$ cat src/rtl/dmem_arbiter.sv
// dmem_arbiter: shares a single-port 64-word data memory between the CPU
// load/store path and a DMA burst engine. The CPU wins each beat, but a
// starvation guard forces one DMA beat after CPU_MAX_RUN back-to-back CPU
// grants during a burst. Read data is returned registered, one cycle after
// the grant.
// Optional feature: define DMEM_ARB_PERF_EN to enable the saturating CPU
// stall counter on perf_cpu_stalls; otherwise that port is tied to zero.
module dmem_arbiter #(
    parameter int LEN_W       = 6,
    parameter int CPU_MAX_RUN = 4,
    parameter int CNT_W       = 16
) (
    input  logic             clk,
    input  logic             rst_n,
    input  logic             c_req,
    input  logic             c_we,
    input  logic [31:0]      c_addr,
    input  logic [31:0]      c_wdata,
    output logic             c_gnt,
    output logic             c_rvalid,
    output logic [31:0]      c_rdata,
    input  logic             d_req,
    input  logic             d_we,
    input  logic [31:0]      d_addr,
    input  logic [LEN_W-1:0] d_len,
    output logic             d_ack,
    input  logic [31:0]      d_wdata,
    output logic             d_wready,
    output logic             d_rvalid,
    output logic [31:0]      d_rdata,
    output logic             d_done,
    output logic             d_busy,
    output logic [31:0]      mem_addr,
    output logic             mem_we,
    output logic [31:0]      mem_wd,
    input  logic [31:0]      mem_rd,
    output logic [CNT_W-1:0] perf_cpu_stalls
);

    // The run counter only has to reach CPU_MAX_RUN; keep it at least 1 bit
    // wide so CPU_MAX_RUN = 0 (DMA always wins) still elaborates.
    localparam int RUN_W = (CPU_MAX_RUN < 1) ? 1 : $clog2(CPU_MAX_RUN + 1);
    localparam logic [RUN_W-1:0] RUN_LIMIT = RUN_W'(CPU_MAX_RUN);

    typedef enum logic {
        IDLE  = 1'b0,
        BURST = 1'b1
    } state_t;

    state_t           state;
    state_t           state_next;
    logic [31:0]      burst_addr;
    logic [31:0]      burst_addr_next;
    logic [LEN_W-1:0] beats_left;
    logic [LEN_W-1:0] beats_left_next;
    logic             burst_we;
    logic             burst_we_next;
    logic [RUN_W-1:0] run_cnt;
    logic [RUN_W-1:0] run_cnt_next;
    logic             dma_beat;
    logic             last_beat;

    // Word alignment drops the low address bits of the descriptor.
    logic unused_addr_bits;
    assign unused_addr_bits = &{1'b0, d_addr[1:0]};

    // Burst sequencing registers; a reset abandons any burst in flight.
    always_ff @(posedge clk) begin
        if (!rst_n) begin
            state      <= IDLE;
            burst_addr <= '0;
            beats_left <= '0;
            burst_we   <= 1'b0;
            run_cnt    <= '0;
        end else begin
            state      <= state_next;
            burst_addr <= burst_addr_next;
            beats_left <= beats_left_next;
            burst_we   <= burst_we_next;
            run_cnt    <= run_cnt_next;
        end
    end

    // Arbitration, burst next-state and memory port steering; every grant
    // and strobe is forced low while reset is asserted.
    always_comb begin
        state_next      = state;
        burst_addr_next = burst_addr;
        beats_left_next = beats_left;
        burst_we_next   = burst_we;
        run_cnt_next    = run_cnt;
        c_gnt           = 1'b0;
        d_ack           = 1'b0;
        d_wready        = 1'b0;
        d_busy          = 1'b0;
        dma_beat        = 1'b0;
        last_beat       = 1'b0;
        mem_addr        = '0;
        mem_we          = 1'b0;
        mem_wd          = '0;
        if (rst_n) begin
            case (state)
                IDLE: begin
                    c_gnt = c_req;
                    d_ack = d_req;
                    if (d_req) begin
                        burst_addr_next = {d_addr[31:2], 2'b00};
                        beats_left_next = d_len;
                        burst_we_next   = d_we;
                        run_cnt_next    = '0;
                        state_next      = BURST;
                    end
                end
                BURST: begin
                    d_busy = 1'b1;
                    if (!c_req || (run_cnt == RUN_LIMIT)) begin
                        dma_beat        = 1'b1;
                        d_wready        = burst_we;
                        burst_addr_next = burst_addr + 32'd4;
                        run_cnt_next    = '0;
                        if (beats_left == '0) begin
                            last_beat  = 1'b1;
                            state_next = IDLE;
                        end else begin
                            beats_left_next = beats_left - LEN_W'(1);
                        end
                    end else begin
                        c_gnt        = 1'b1;
                        run_cnt_next = run_cnt + RUN_W'(1);
                    end
                end
                default: state_next = IDLE;
            endcase
            if (dma_beat) begin
                mem_addr = burst_addr;
                mem_we   = burst_we;
                mem_wd   = d_wdata;
            end else if (c_gnt) begin
                mem_addr = c_addr;
                mem_we   = c_we;
                mem_wd   = c_wdata;
            end
        end
    end

    // Registered read responses and the end-of-burst pulse; rdata holds
    // its value until the requester's next read.
    always_ff @(posedge clk) begin
        if (!rst_n) begin
            c_rvalid <= 1'b0;
            c_rdata  <= '0;
            d_rvalid <= 1'b0;
            d_rdata  <= '0;
            d_done   <= 1'b0;
        end else begin
            c_rvalid <= c_gnt & ~c_we;
            if (c_gnt && !c_we) begin
                c_rdata <= mem_rd;
            end
            d_rvalid <= dma_beat & ~burst_we;
            if (dma_beat && !burst_we) begin
                d_rdata <= mem_rd;
            end
            d_done <= last_beat;
        end
    end

`ifdef DMEM_ARB_PERF_EN
    logic [CNT_W-1:0] stall_cnt;

    // Saturating count of cycles where the CPU asked but was not served.
    always_ff @(posedge clk) begin
        if (!rst_n) begin
            stall_cnt <= '0;
        end else if (c_req && !c_gnt && (stall_cnt != '1)) begin
            stall_cnt <= stall_cnt + CNT_W'(1);
        end
    end

    assign perf_cpu_stalls = stall_cnt;
`else
    assign perf_cpu_stalls = '0;
`endif

endmodule

$ cat config.mk
export PLATFORM = sky130hd
export DESIGN_NAME = dmem_arbiter
export DESIGN_NICKNAME = d
export VERILOG_FILES = /design/src/rtl/dmem_arbiter.sv
export SDC_FILE = /design/constraint.sdc
export NUM_CORES = 1
export LEC_CHECK = 0
export CAP_MARGIN = 30
export CORE_MARGIN = 5
export CORE_UTILIZATION = 40
export DETAILED_ROUTE_END_ITERATION = 10
export GPL_TIMING_DRIVEN = 0
export PLACE_DENSITY = 0.86
export SETUP_SLACK_MARGIN = 0.2
export SLEW_MARGIN = 5
export SYNTH_ARGS = -nofsm -noshare
export SYNTH_HDL_FRONTEND = slang
export SYNTH_SLANG_ARGS = --single-unit
$ cat constraint.sdc
create_clock -name clk -period 5.5 [get_ports clk]
set_clock_uncertainty 0.05 [all_clocks]
set_input_delay 1.1 -clock clk [delete_from_list [all_inputs] [get_ports clk]]
set_output_delay 1.1 -clock clk [all_outputs]
set_load 0.02 [all_outputs]
==> impl_results.md <==
- Total CTS buffers: 9
- Critical path arrival: approximately 4 ns
- Worst Setup Slack, final: approximately 0.37 ns
- Hold_buf cts: 0
- Total power: 2.138 mW
- Yosys cell types: 65
- Post-Syn Instances: ~640
- Root buffer selected by CTS: clkbuf_16
- Vias in the first global route: roughly 6300
- Htree depth: 3
- Die X: ~130 um
- Hold depth: 2
- Power Density: about 240 nW/um2
- GRT overflow: 0
- Peak supply drop: slightly above 200 uV
- Net count reported at finish: about 1200
- Crit path kind: primary input to primary output
- CP Max Fanout: 10
- Reg2Reg Depth: 8
- Total wire length: about 23 mm
- Clk sink count: 108
- Die Ht: approximately 130 um
- CP Capture Type: primary output
- Post-DRT Antenna Nets: 0
- Die area: between 15000 and 20000 um2
- Synth top area share: 0.3993
- R2r setup slk: 3.04 ns
- Crit. Startpoint: c_req
- Setup TNS: 0 ns
- RSZ-0062 raised after global routing: false
- # IOs: 324
- Mapped Area: between 5000 and 6000 um2
- DP HPWL: 18.46 mm
- Layout cells sized above 1: 0.06135
- First-pass GRT wire length: ~35 mm
- Clk slew on worst S/H paths: 0.07 ns
- Number of I/O port buffers: between 300 and 400
- Largest net degree at the start of global routing: 22
- Slew Limit Fails: 0
- Status: finished, final reports clean
- Clk_lat worst skew: ~0.35 ns
- GPL Wtd Cong: 0.9642
- Routed WL per cell: 20.14 um
- Cell row count: 42
- Final hold vios: 0
- Antenna diodes: 0
- Yosys reg bits: about 110
- Core ar.: between 10000 and 15000 um2
- Crit start category: primary input
- R2r endpoint: d_rdata[27]
- Ys Warns: 0
- Pre-CTS WS: roughly 0.27 ns
- Initial antenna violation count: 0
- Post-synth EDFFs: 0
- Peak Freq: slightly below 200 MHz
- Final Cycle Share: 0.9331
- Initial Util: 0.4089
- Max-cap violation count: 0
- Final setup vio count: 0
- Vias: between 6000 and 7000
- Leakage: between 3 and 4 nW
- Crit path required time: ~4.4 ns
- Slew Limit Headroom: 0.5681
- Post-synth top area cell: dfxtp_1
- Total track usage: 0.2743
- Clock tree buffer depth: 2
- Initial DRC count: around 430
- DRC: 0
- Asr flop ratio synth: 0
- RR Startpoint: run_cnt[0]
- Synth top area cells: dfxtp_1, a22o_1, nand2_1
- Area delta synth->final: 67.56%
- HP Class: flop to flop
- CTS tree: yes
- Hold Path Origin: c_rdata[11]
- Via density: approximately 5.5
- Main synth FF type: dfxtp_1
- CP Capture Point: mem_we
- Part of the Yosys area used for sequential elements: 0.3993
- Worst Tran Pin Value: ~0.65 ns
- Mean Syn Cell Area: about 8.4 um2
- Drt first pass iters: 6
- Design area: 9074 um2
- DP Area: between 8000 and 9000 um2
- Min cycle time layout: around 5.1 ns
-- sequential cells by signal (all words and copies together), names as in the netlist --
name / flops
burst_addr: 30
beats_left: 6
d_rvalid: 1
c_rdata: 32
c_rvalid: 1
d_done: 1
state: 1
run_cnt: 3
d_rdata: 32
burst_we: 1
-- metrics by stage --
step                      utilization  std cells  hold WS, ns
final                          0.6852       1154       0.4041
after global routing           0.6852       1154       0.4215
after CTS                      0.6851       1154       0.4065
after detailed placement       0.6603       1138       0.3961
after global placement         0.6603       1138       0.3903
after floorplan                     -        657       0.4079
-- Yosys cell counts, drive strengths merged, types with 2 or more instances --
| cell | number |
|---|---|
| buf | 31 |
| or3 | 2 |
| clkbuf | 32 |
| a31oi | 6 |
| nand2b | 2 |
| o22ai | 7 |
| a22oi | 7 |
| xor2 | 2 |
| and2 | 4 |
| nor3 | 13 |
| a21boi | 2 |
| o21a | 4 |
| a21oi | 60 |
| and3 | 13 |
| nor3b | 2 |
| nor4 | 5 |
| a211oi | 6 |
| nor2 | 37 |
| nor2b | 3 |
| a22o | 89 |
| dfxtp | 108 |
| inv | 11 |
| ha | 5 |
| a32oi | 2 |
| xnor2 | 2 |
| a21o | 6 |
| o2bb2ai | 3 |
| nand4b | 2 |
| nand2 | 99 |
| or4 | 3 |
| a41oi | 2 |
| nand3 | 15 |
| o21ai | 27 |
| nand4 | 12 |
| mux2i | 6 |
-- layout by cell type (no fill, tap or decap), types with 4 or more instances in the layout --
cell type,instances
a22oi_1,7
o21a_1,4
a21oi_1,59
a31oi_1,6
and3_1,11
o22ai_1,7
ha_1,5
buf_2,4
inv_1,11
buf_1,8
a22o_1,88
mux2i_1,6
dfxtp_1,108
buf_4,16
a211oi_1,6
clkbuf_1,29
nor3_1,9
clkdlybuf4s50_1,305
nor2_1,37
clkbuf_16,9
nand3_1,14
nand4_1,11
nand2_1,99
conb_1,16
a21o_1,5
o21ai_0,25
-- worst min path at each step --
stage                         end  slack, ns
finish                c_rdata[11]       0.40
global route          c_rdata[12]       0.42
CTS                   c_rdata[30]       0.41
detailed placement    c_rdata[26]       0.40
global placement      c_rdata[27]       0.39
floorplan           beats_left[1]       0.41
-- power breakdown --
| part | internal [mW] | switching [mW] |
|---|---|---|
| sequential | 0.829 | 0.0459 |
| combinational | 0.283 | 0.275 |
| clock | 0.371 | 0.334 |
-- cell type report --
cell class,instances,area (um2)
Tap cell,176,220.2
Buffer,63,345.3
Fill cell,1117,4169
Clock buffer,9,225.2
Timing Repair Buffer,305,3053
Inverter,11,41.29
Sequential cell,108,2162
Clock inverter,7,102.6
Multi-Input combinational cell,475,2924
-- cell families after synthesis --
| group | after synthesis | share of synthesized area |
|---|---|---|
| AOI/OAI and AO/OA | 231 | 0.3038 |
| buffers and inverters | 74 | 0.07117 |
| adders and majority gates | 5 | 0.01155 |
| and+or+nand+nor | 213 | 0.1959 |
| DFF | 108 | 0.3993 |
| muxes | 6 | 0.01109 |
| xor gates and xnor gates | 4 | 0.006471 |
| other | 1 | 0.0006925 |
-- what timing repair did --
item,CTS,global route
setup buffers,0,0
setup endpoints to repair,0,11
gates resized for setup,0,2
-- critical path: stages --
cell             delay (ns)
clkdlybuf4s50_1        0.56
a21bo_2                0.31
nand2_1                0.26
nor2_1                 0.07
nor2_1                 0.37
clkbuf_1               0.48
nor2b_1                0.21
clkdlybuf4s50_1        0.62
-- per-layer routing --
layer,GRT usage,share of wire,vias to the layer above
li1,-,-,2998
met1,0.3111,0.38,3030
met2,0.4956,0.51,321
met3,0.07356,0.081,48
met4,0.09401,0.034,0
met5,0,0,-
Note: power is estimated with default switching activity, not from simulation.
